<file path="config.mk">
export PLATFORM = sky130hd
export DESIGN_NAME = wb_sram_slave
export DESIGN_NICKNAME = d
export VERILOG_FILES = /design/src/rtl/toysram_wb_pkg.sv /design/src/rtl/wb_sram_be_merge.sv /design/src/rtl/wb_sram_slave.sv
export SDC_FILE = /design/constraint.sdc
export NUM_CORES = 1
export LEC_CHECK = 0
export CAP_MARGIN = 20
export CORE_ASPECT_RATIO = 0.75
export CORE_MARGIN = 5
export CORE_UTILIZATION = 48
export CTS_BUF_LIST = sky130_fd_sc_hd__clkbuf_2
export DETAILED_ROUTE_END_ITERATION = 8
export PLACE_DENSITY = 0.92
export REMOVE_ABC_BUFFERS = 1
export SLEW_MARGIN = 20
export SYNTH_ARGS = -nofsm -noshare
export SYNTH_HDL_FRONTEND = slang
export SYNTH_HIERARCHICAL = 1
export SYNTH_SLANG_ARGS = --single-unit
</file>
<file path="constraint.sdc">
create_clock -name wb_clk_i -period 4.4 [get_ports wb_clk_i]
set_input_delay 0.88 -clock wb_clk_i [delete_from_list [all_inputs] [get_ports wb_clk_i]]
set_output_delay 0.88 -clock wb_clk_i [all_outputs]
set_load 0.02 [all_outputs]
</file>
<file path="src/rtl/toysram_wb_pkg.sv">
// toysram_wb_pkg
//   Shared definitions for the Wishbone-to-toy-SRAM slave (wb_sram_slave):
//   FSM state encoding, register offsets, default ID value, counter width.
//   The optional read-modify-write path is controlled by TOYSRAM_WB_RMW_EN;
//   the RMW states are always part of the encoding but only used when it is
//   defined.
package toysram_wb_pkg;

  typedef enum logic [2:0] {
    ST_IDLE     = 3'd0,
    ST_RD_WAIT  = 3'd1,
    ST_RMW_WAIT = 3'd2,
    ST_RMW_WR   = 3'd3,
    ST_ACK      = 3'd4
  } state_e;

  // Byte offsets inside the decoded 64 KiB window (bit 15 selects registers).
  localparam logic [15:0] REG_ID    = 16'h8000;
  localparam logic [15:0] REG_CTRL  = 16'h8004;
  localparam logic [15:0] REG_WRCNT = 16'h8008;
  localparam logic [15:0] REG_RDCNT = 16'h800C;

  localparam logic [31:0] ID_DEFAULT = 32'h7059_5352;

  localparam int unsigned CNT_W = 16;

  // Counters are narrower than the bus; reads return them zero-extended.
  function automatic logic [31:0] zext_cnt(input logic [CNT_W-1:0] cnt);
    return {{(32 - CNT_W){1'b0}}, cnt};
  endfunction

endpackage

</file>
<file path="src/rtl/wb_sram_be_merge.sv">
// wb_sram_be_merge
//   Combinational byte-lane merge used by the read-modify-write path.
//   Ports:
//     sel_i    [3:0]  byte enables; 1 = take the lane from new_i
//     new_i    [31:0] write data from the bus
//     old_i    [31:0] word read back from the SRAM
//     merged_o [31:0] merged word
module wb_sram_be_merge (
  input  logic [3:0]  sel_i,
  input  logic [31:0] new_i,
  input  logic [31:0] old_i,
  output logic [31:0] merged_o
);

  for (genvar gi = 0; gi < 4; gi++) begin : g_lane
    assign merged_o[gi*8 +: 8] = sel_i[gi] ? new_i[gi*8 +: 8] : old_i[gi*8 +: 8];
  end

endmodule

</file>
<file path="src/rtl/wb_sram_slave.sv">
// wb_sram_slave
//   Wishbone classic slave that terminates the management-SoC bus inside the
//   user area. Bridges word accesses to a toy SRAM with separate read/write
//   ports and exposes ID / CTRL / WRCNT / RDCNT registers.
//   Optional feature macro: TOYSRAM_WB_RMW_EN -- when defined, partial-word
//   writes run a read-modify-write sequence; otherwise they are acked and
//   dropped.
//   Ports:
//     wb_clk_i, wb_rst_i            clock, asynchronous active-high reset
//     wbs_cyc_i/stb_i/we_i          Wishbone cycle, strobe, write enable
//     wbs_sel_i [3:0]               byte enables
//     wbs_adr_i/dat_i [31:0]        byte address, write data
//     wbs_ack_o, wbs_dat_o [31:0]   registered acknowledge / read data
//     sram_rd_en, sram_rd_adr       SRAM read strobe / word address
//     sram_rd_dat [31:0]            SRAM read data
//     sram_wr_en, sram_wr_adr/dat   SRAM write strobe / word address / data
module wb_sram_slave
  import toysram_wb_pkg::*;
#(
  parameter logic [31:0] BASE_ADR = 32'h3000_0000,
  parameter logic [31:0] ADR_MASK = 32'hFFFF_0000,
  parameter int unsigned AW       = 6,
  parameter int unsigned RD_LAT   = 1,   // legal range 1..4
  parameter logic [31:0] ID_VAL   = ID_DEFAULT
) (
  input  logic          wb_clk_i,
  input  logic          wb_rst_i,
  input  logic          wbs_cyc_i,
  input  logic          wbs_stb_i,
  input  logic          wbs_we_i,
  input  logic [3:0]    wbs_sel_i,
  input  logic [31:0]   wbs_adr_i,
  input  logic [31:0]   wbs_dat_i,
  output logic          wbs_ack_o,
  output logic [31:0]   wbs_dat_o,
  output logic          sram_rd_en,
  output logic [AW-1:0] sram_rd_adr,
  input  logic [31:0]   sram_rd_dat,
  output logic          sram_wr_en,
  output logic [AW-1:0] sram_wr_adr,
  output logic [31:0]   sram_wr_dat
);

  localparam logic [2:0]       LAT_LAST = 3'(RD_LAT);
  localparam logic [CNT_W-1:0] CNT_ONE  = CNT_W'(1);

  state_e           state_q;
  logic             ack_q, rd_en_q, wr_en_q, ctrl_q;
  logic [31:0]      dat_q, wr_dat_q;
  logic [AW-1:0]    rd_adr_q, wr_adr_q;
  logic [CNT_W-1:0] wrcnt_q, rdcnt_q;
  logic [2:0]       lat_cnt_q;

  logic          req;
  logic [15:0]   reg_off;
  logic [AW-1:0] word_adr;
  logic [31:0]   reg_rdata;

  assign req      = wbs_cyc_i & wbs_stb_i & ((wbs_adr_i & ADR_MASK) == BASE_ADR);
  assign reg_off  = {wbs_adr_i[15:2], 2'b00};
  assign word_adr = wbs_adr_i[AW+1:2];

  always_comb begin
    reg_rdata = '0;
    case (reg_off)
      REG_ID:    reg_rdata = ID_VAL;
      REG_CTRL:  reg_rdata = {31'd0, ctrl_q};
      REG_WRCNT: reg_rdata = zext_cnt(wrcnt_q);
      REG_RDCNT: reg_rdata = zext_cnt(rdcnt_q);
      default:   reg_rdata = '0;
    endcase
  end

`ifdef TOYSRAM_WB_RMW_EN
  // Bus data and byte enables are held locally for the merge so the result
  // does not depend on the master keeping them stable.
  logic [3:0]  sel_q;
  logic [31:0] wdat_q;
  logic [31:0] merged_d;

  wb_sram_be_merge u_merge (
    .sel_i    (sel_q),
    .new_i    (wdat_q),
    .old_i    (sram_rd_dat),
    .merged_o (merged_d)
  );
`endif

  // lat_cnt_q starts at 1 on the edge that raises sram_rd_en; sram_rd_dat is
  // sampled on the RD_LAT-th edge after that one. A dropped cyc always wins
  // over completion so an aborted access never acks or writes.
  always_ff @(posedge wb_clk_i or posedge wb_rst_i) begin
    if (wb_rst_i) begin
      state_q   <= ST_IDLE;
      ack_q     <= 1'b0;
      dat_q     <= '0;
      rd_en_q   <= 1'b0;
      rd_adr_q  <= '0;
      wr_en_q   <= 1'b0;
      wr_adr_q  <= '0;
      wr_dat_q  <= '0;
      ctrl_q    <= 1'b0;
      wrcnt_q   <= '0;
      rdcnt_q   <= '0;
      lat_cnt_q <= '0;
`ifdef TOYSRAM_WB_RMW_EN
      sel_q     <= '0;
      wdat_q    <= '0;
`endif
    end else begin
      ack_q   <= 1'b0;
      rd_en_q <= 1'b0;
      wr_en_q <= 1'b0;
      case (state_q)
        ST_IDLE: begin
          if (req) begin
            lat_cnt_q <= 3'd1;
`ifdef TOYSRAM_WB_RMW_EN
            sel_q  <= wbs_sel_i;
            wdat_q <= wbs_dat_i;
`endif
            if (wbs_adr_i[15]) begin
              ack_q   <= 1'b1;
              dat_q   <= wbs_we_i ? 32'd0 : reg_rdata;
              state_q <= ST_ACK;
              if (wbs_we_i) begin
                case (reg_off)
                  REG_CTRL:  if (wbs_sel_i[0]) ctrl_q <= wbs_dat_i[0];
                  REG_WRCNT: wrcnt_q <= '0;
                  REG_RDCNT: rdcnt_q <= '0;
                  default:   ;
                endcase
              end
            end else if (!ctrl_q) begin
              // SRAM disabled: quick ack, no strobes, counters untouched.
              ack_q   <= 1'b1;
              dat_q   <= '0;
              state_q <= ST_ACK;
            end else if (!wbs_we_i) begin
              rd_en_q  <= 1'b1;
              rd_adr_q <= word_adr;
              state_q  <= ST_RD_WAIT;
            end else if (wbs_sel_i == 4'hF) begin
              wr_en_q  <= 1'b1;
              wr_adr_q <= word_adr;
              wr_dat_q <= wbs_dat_i;
              ack_q    <= 1'b1;
              dat_q    <= '0;
              wrcnt_q  <= wrcnt_q + CNT_ONE;
              state_q  <= ST_ACK;
`ifdef TOYSRAM_WB_RMW_EN
            end else if (wbs_sel_i != 4'h0) begin
              rd_en_q  <= 1'b1;
              rd_adr_q <= word_adr;
              wr_adr_q <= word_adr;
              state_q  <= ST_RMW_WAIT;
`endif
            end else begin
              // Nothing to write: ack and drop.
              ack_q   <= 1'b1;
              dat_q   <= '0;
              state_q <= ST_ACK;
            end
          end
        end
        ST_RD_WAIT: begin
          if (!wbs_cyc_i) begin
            state_q <= ST_IDLE;
          end else if (lat_cnt_q == LAT_LAST) begin
            ack_q   <= 1'b1;
            dat_q   <= sram_rd_dat;
            rdcnt_q <= rdcnt_q + CNT_ONE;
            state_q <= ST_ACK;
          end else begin
            lat_cnt_q <= lat_cnt_q + 3'd1;
          end
        end
`ifdef TOYSRAM_WB_RMW_EN
        ST_RMW_WAIT: begin
          if (!wbs_cyc_i) begin
            state_q <= ST_IDLE;
          end else if (lat_cnt_q == LAT_LAST) begin
            wr_dat_q <= merged_d;
            state_q  <= ST_RMW_WR;
          end else begin
            lat_cnt_q <= lat_cnt_q + 3'd1;
          end
        end
        ST_RMW_WR: begin
          if (!wbs_cyc_i) begin
            state_q <= ST_IDLE;
          end else begin
            wr_en_q <= 1'b1;
            ack_q   <= 1'b1;
            dat_q   <= '0;
            wrcnt_q <= wrcnt_q + CNT_ONE;
            state_q <= ST_ACK;
          end
        end
`endif
        ST_ACK:  state_q <= ST_IDLE;
        default: state_q <= ST_IDLE;
      endcase
    end
  end

  assign wbs_ack_o   = ack_q;
  assign wbs_dat_o   = dat_q;
  assign sram_rd_en  = rd_en_q;
  assign sram_rd_adr = rd_adr_q;
  assign sram_wr_en  = wr_en_q;
  assign sram_wr_adr = wr_adr_q;
  assign sram_wr_dat = wr_dat_q;

endmodule

</file>
==> impl_metrics.csv <==
group,metric,value,unit
synthesis,seq_area_frac_synth,0.515,
global_route,gr-total-overflow,0,
placed_design,placed_cells,840,
flow_run,max-cap-violations,0,
critical_path,cp_slowest_cell,"dfrtp_1",
global_route,grt_max_degree,82,
synthesis,yosys_register_bits,117,
critical_path,crit_type,"register to register",
global_route,grt_pass1_wl,27500,um
sta,setup_violations,0,
floorplanning,die_x,136,um
worst_hold_path,worst_hold_path_type,"register to register",
cts,cts_setup_buffers,0,
routing,ant_nets,0,
critical_path,crit_required,4980,ps
floorplanning,initial_core_util,0.490,
sta,grt_setup_unrepaired,"false",
cts,cts_resized,0,
sta,skew,29.8,ps
critical_path,critPathMaxStageDelay,810,ps
finish,register_area,0.00293,mm^2
synthesis,synthCells,519,
floorplanning,ioPinCount,184,
sta,fin_crit_sh,0.691,
routing,dr_total_vias,5050,
power_and_ir_drop,power_density,241,mW/mm^2
finish,n_fill_cell,827,
synthesis,synth_area_leaders,"dfrtp_1 (51%), mux2_2 (8.1%), mux2_4 (5.3%)",
global_route,first_global_vias,5371,
power_and_ir_drop,power.total,1890,uW
power_and_ir_drop,p_leak,0.00351,uW
cts,cts_sinks,117,
sta,period_minus_slack,3040,ps
sta,hold_viol,0,
critical_path,critPathCaptureType,"register",
routing,wirelength,17000,um
global_route,grt_antenna_before_repair,1,
routing,drtIter0Drc,558,
sta,fmax,329,MHz
cts,ctsRootBufferMaster,"clkbuf_2",
synthesis,synth_area,0.00569,mm^2
cts,insertion_delay,700,ps
critical_path,crit_chain,"nor2b_2 -> nand3_1 -> o41ai_2 -> nand2_1 -> inv_2 -> mux2_2",
synthesis,syn_avg_cell_area,11.0,um^2
critical_path,start_kind,"register",
synthesis,synth_cell_types,53,
finish,drive_above_1_share,0.163,
routing,wire_per_inst,19.4,um
finish,nets,806,
global_route,grt_usage,0.246,
synthesis,ys.flop_type,"dfrtp_1",
cts,h-tree-depth,4,
floorplanning,num_rows,34,
floorplanning,die_y,104,um
cts,postCtsHoldBufs,0,
cts,cts_tree,"done",
placed_design,portBuffers,181,
cts,clockBufferDepth,2,
power_and_ir_drop,ir_worst_vdd,187,uV
sta,timing.hold.ws,531,ps
sta,drv_slew,0,
sta,slew_headroom,0.505,
placed_design,gp_routability_congestion,0.829,
critical_path,arrival,3630,ps
cts,cts_inserted_buffers,17,
finish,fin_util,0.676,
synthesis,synth_edf_count,0,
cts,clk_pin_slew_worst_paths,210,ps
routing,drt_first_pass_iters,5,
finish,final_cells,873,
placed_design,hpwl,12300,um
synthesis,yosys_warnings,6,
sta,tns,0,ps
critical_path,cpLargestDelayFamily,"simple AND/OR/NAND/NOR gates",
sta,worst_pin_slew,738,ps
status,outcome,"finished clean",
synthesis,synth-async-reset-ratio,1.00,
floorplanning,die_area,0.0141,mm^2
synthesis,synth_top_area_cell,"dfrtp_1",
finish,synthToLayoutAreaGrowth,38.0,%
synthesis,yosysTopAreaCellShare,0.515,
critical_path,critPathMaxFanout,24,
routing,drc,0,
routing,vias_per_cell,5.78,
finish,multiInputGateArea,0.00251,mm^2
floorplanning,core_area,0.0116,mm^2
critical_path,path_buf_inv,1,
[metrics by stage]
step	area [um^2]	setup slack (ps)
floorplan	5530	419
global placement	7620	760
detailed placement	7620	694
CTS	7840	1410
global route	7850	1170
finish	7850	1360
[per-layer routing]
metal,up-vias,track usage,share of wire
met4,0,0.0892,0.021
met3,43,0.0566,0.065
met5,-,0,0
met2,235,0.422,0.52
li1,2265,-,-
met1,2507,0.302,0.39
[worst reg2reg max path, delay by kind of cell, from the launching register on]
family                 cells  cell delay, ps
DFF                        1             810
and+or+nand+nor            3            1010
AOI/OAI and AO/OA          1             200
muxes                      1             400
buffers and inverters      1             510
[report_power, final]
part	internal (uW)	switching, uW
combinational	93.1	55.6
sequential	1080	0.0348
clock	209	459
[synth_stat cells (3+ instances only)]
cell	instances
a211o_1	3
a21oi_1	19
a22o_1	9
a22oi_1	8
a2bb2oi_1	7
a31oi_1	7
buf_2	3
buf_6	4
clkbuf_1	23
dfrtp_1	117
ha_1	4
inv_1	24
mux2_2	41
mux2_4	20
nand2_1	47
nand3_1	20
nand3b_1	8
nand4_1	6
nor2_1	15
nor3_1	8
nor3b_1	3
nor4_1	8
o211ai_1	21
o21ai_0	30
o31a_1	3
or2_2	7
or3_1	13
or4_1	7
[registers in the layout, indices dropped and copies added (netlist names), 2 cells and up]
name	flops
rdcnt_q	16
state_q	2
lat_cnt_q	3
sram_wr_adr	6
wrcnt_q	16
wbs_dat_o	32
sram_wr_dat	32
sram_rd_adr	6
[kinds of logic after synthesis]
logic type,after synthesis,synth area share
flops,117,0.515
xor+xnor,1,0.00154
compound gates,118,0.140
mux,63,0.137
buf+inv,56,0.0436
fa+ha+maj,4,0.00880
simple gates,160,0.154
[final cells by class]
class                   count  area share
flip-flops and latches    117       0.373
multi-input cells         346       0.320
repair buffers            190       0.239
well taps                 162      0.0258
clock inverters            14      0.0167
inverters                  25      0.0126
clock buffers              18      0.0115
diodes                      1    0.000319
[cells in the final DEF (no fill, tap or decap), types with 3 or more instances in the layout]
cell / instances
a211o_1: 3
nand4_1: 6
clkinvlp_4: 4
o211ai_1: 21
mux2_4: 20
a22oi_1: 8
or2_2: 7
dfrtp_1: 117
nor2_1: 15
nand3b_1: 8
a21oi_1: 19
or3_1: 13
ha_1: 4
mux2_2: 41
or4_1: 7
nand2_1: 47
clkdlybuf4s50_1: 181
a31oi_1: 7
nand3_1: 20
buf_4: 9
a2bb2oi_1: 7
o21ai_0: 30
inv_1: 23
a22o_1: 9
nor3b_1: 3
nor3_1: 8
clkinv_4: 6
nor4_1: 8
clkbuf_2: 18
o31a_1: 3
[path summary, 6_finish.rpt]
| check | startpoint | endpoint | slack, ps | cells past startpoint |
|---|---|---|---|---|
| hold reg to reg | sram_wr_dat[23] | sram_wr_dat[23] | 530 | 1 |
| hold / removal | sram_wr_dat[23] | sram_wr_dat[23] | 530 | 1 |
| setup reg to reg | state_q[0] | wbs_dat_o[14] | 1360 | 6 |
| setup / recovery | state_q[0] | wbs_dat_o[14] | 1360 | 6 |
| max in group asynchronous | wb_rst_i | sram_rd_adr[4] | 2970 | 3 |
| min in group asynchronous | wb_rst_i | sram_wr_dat[19] | 650 | 2 |
No activity file was read; power rests on OpenSTA's default activity.
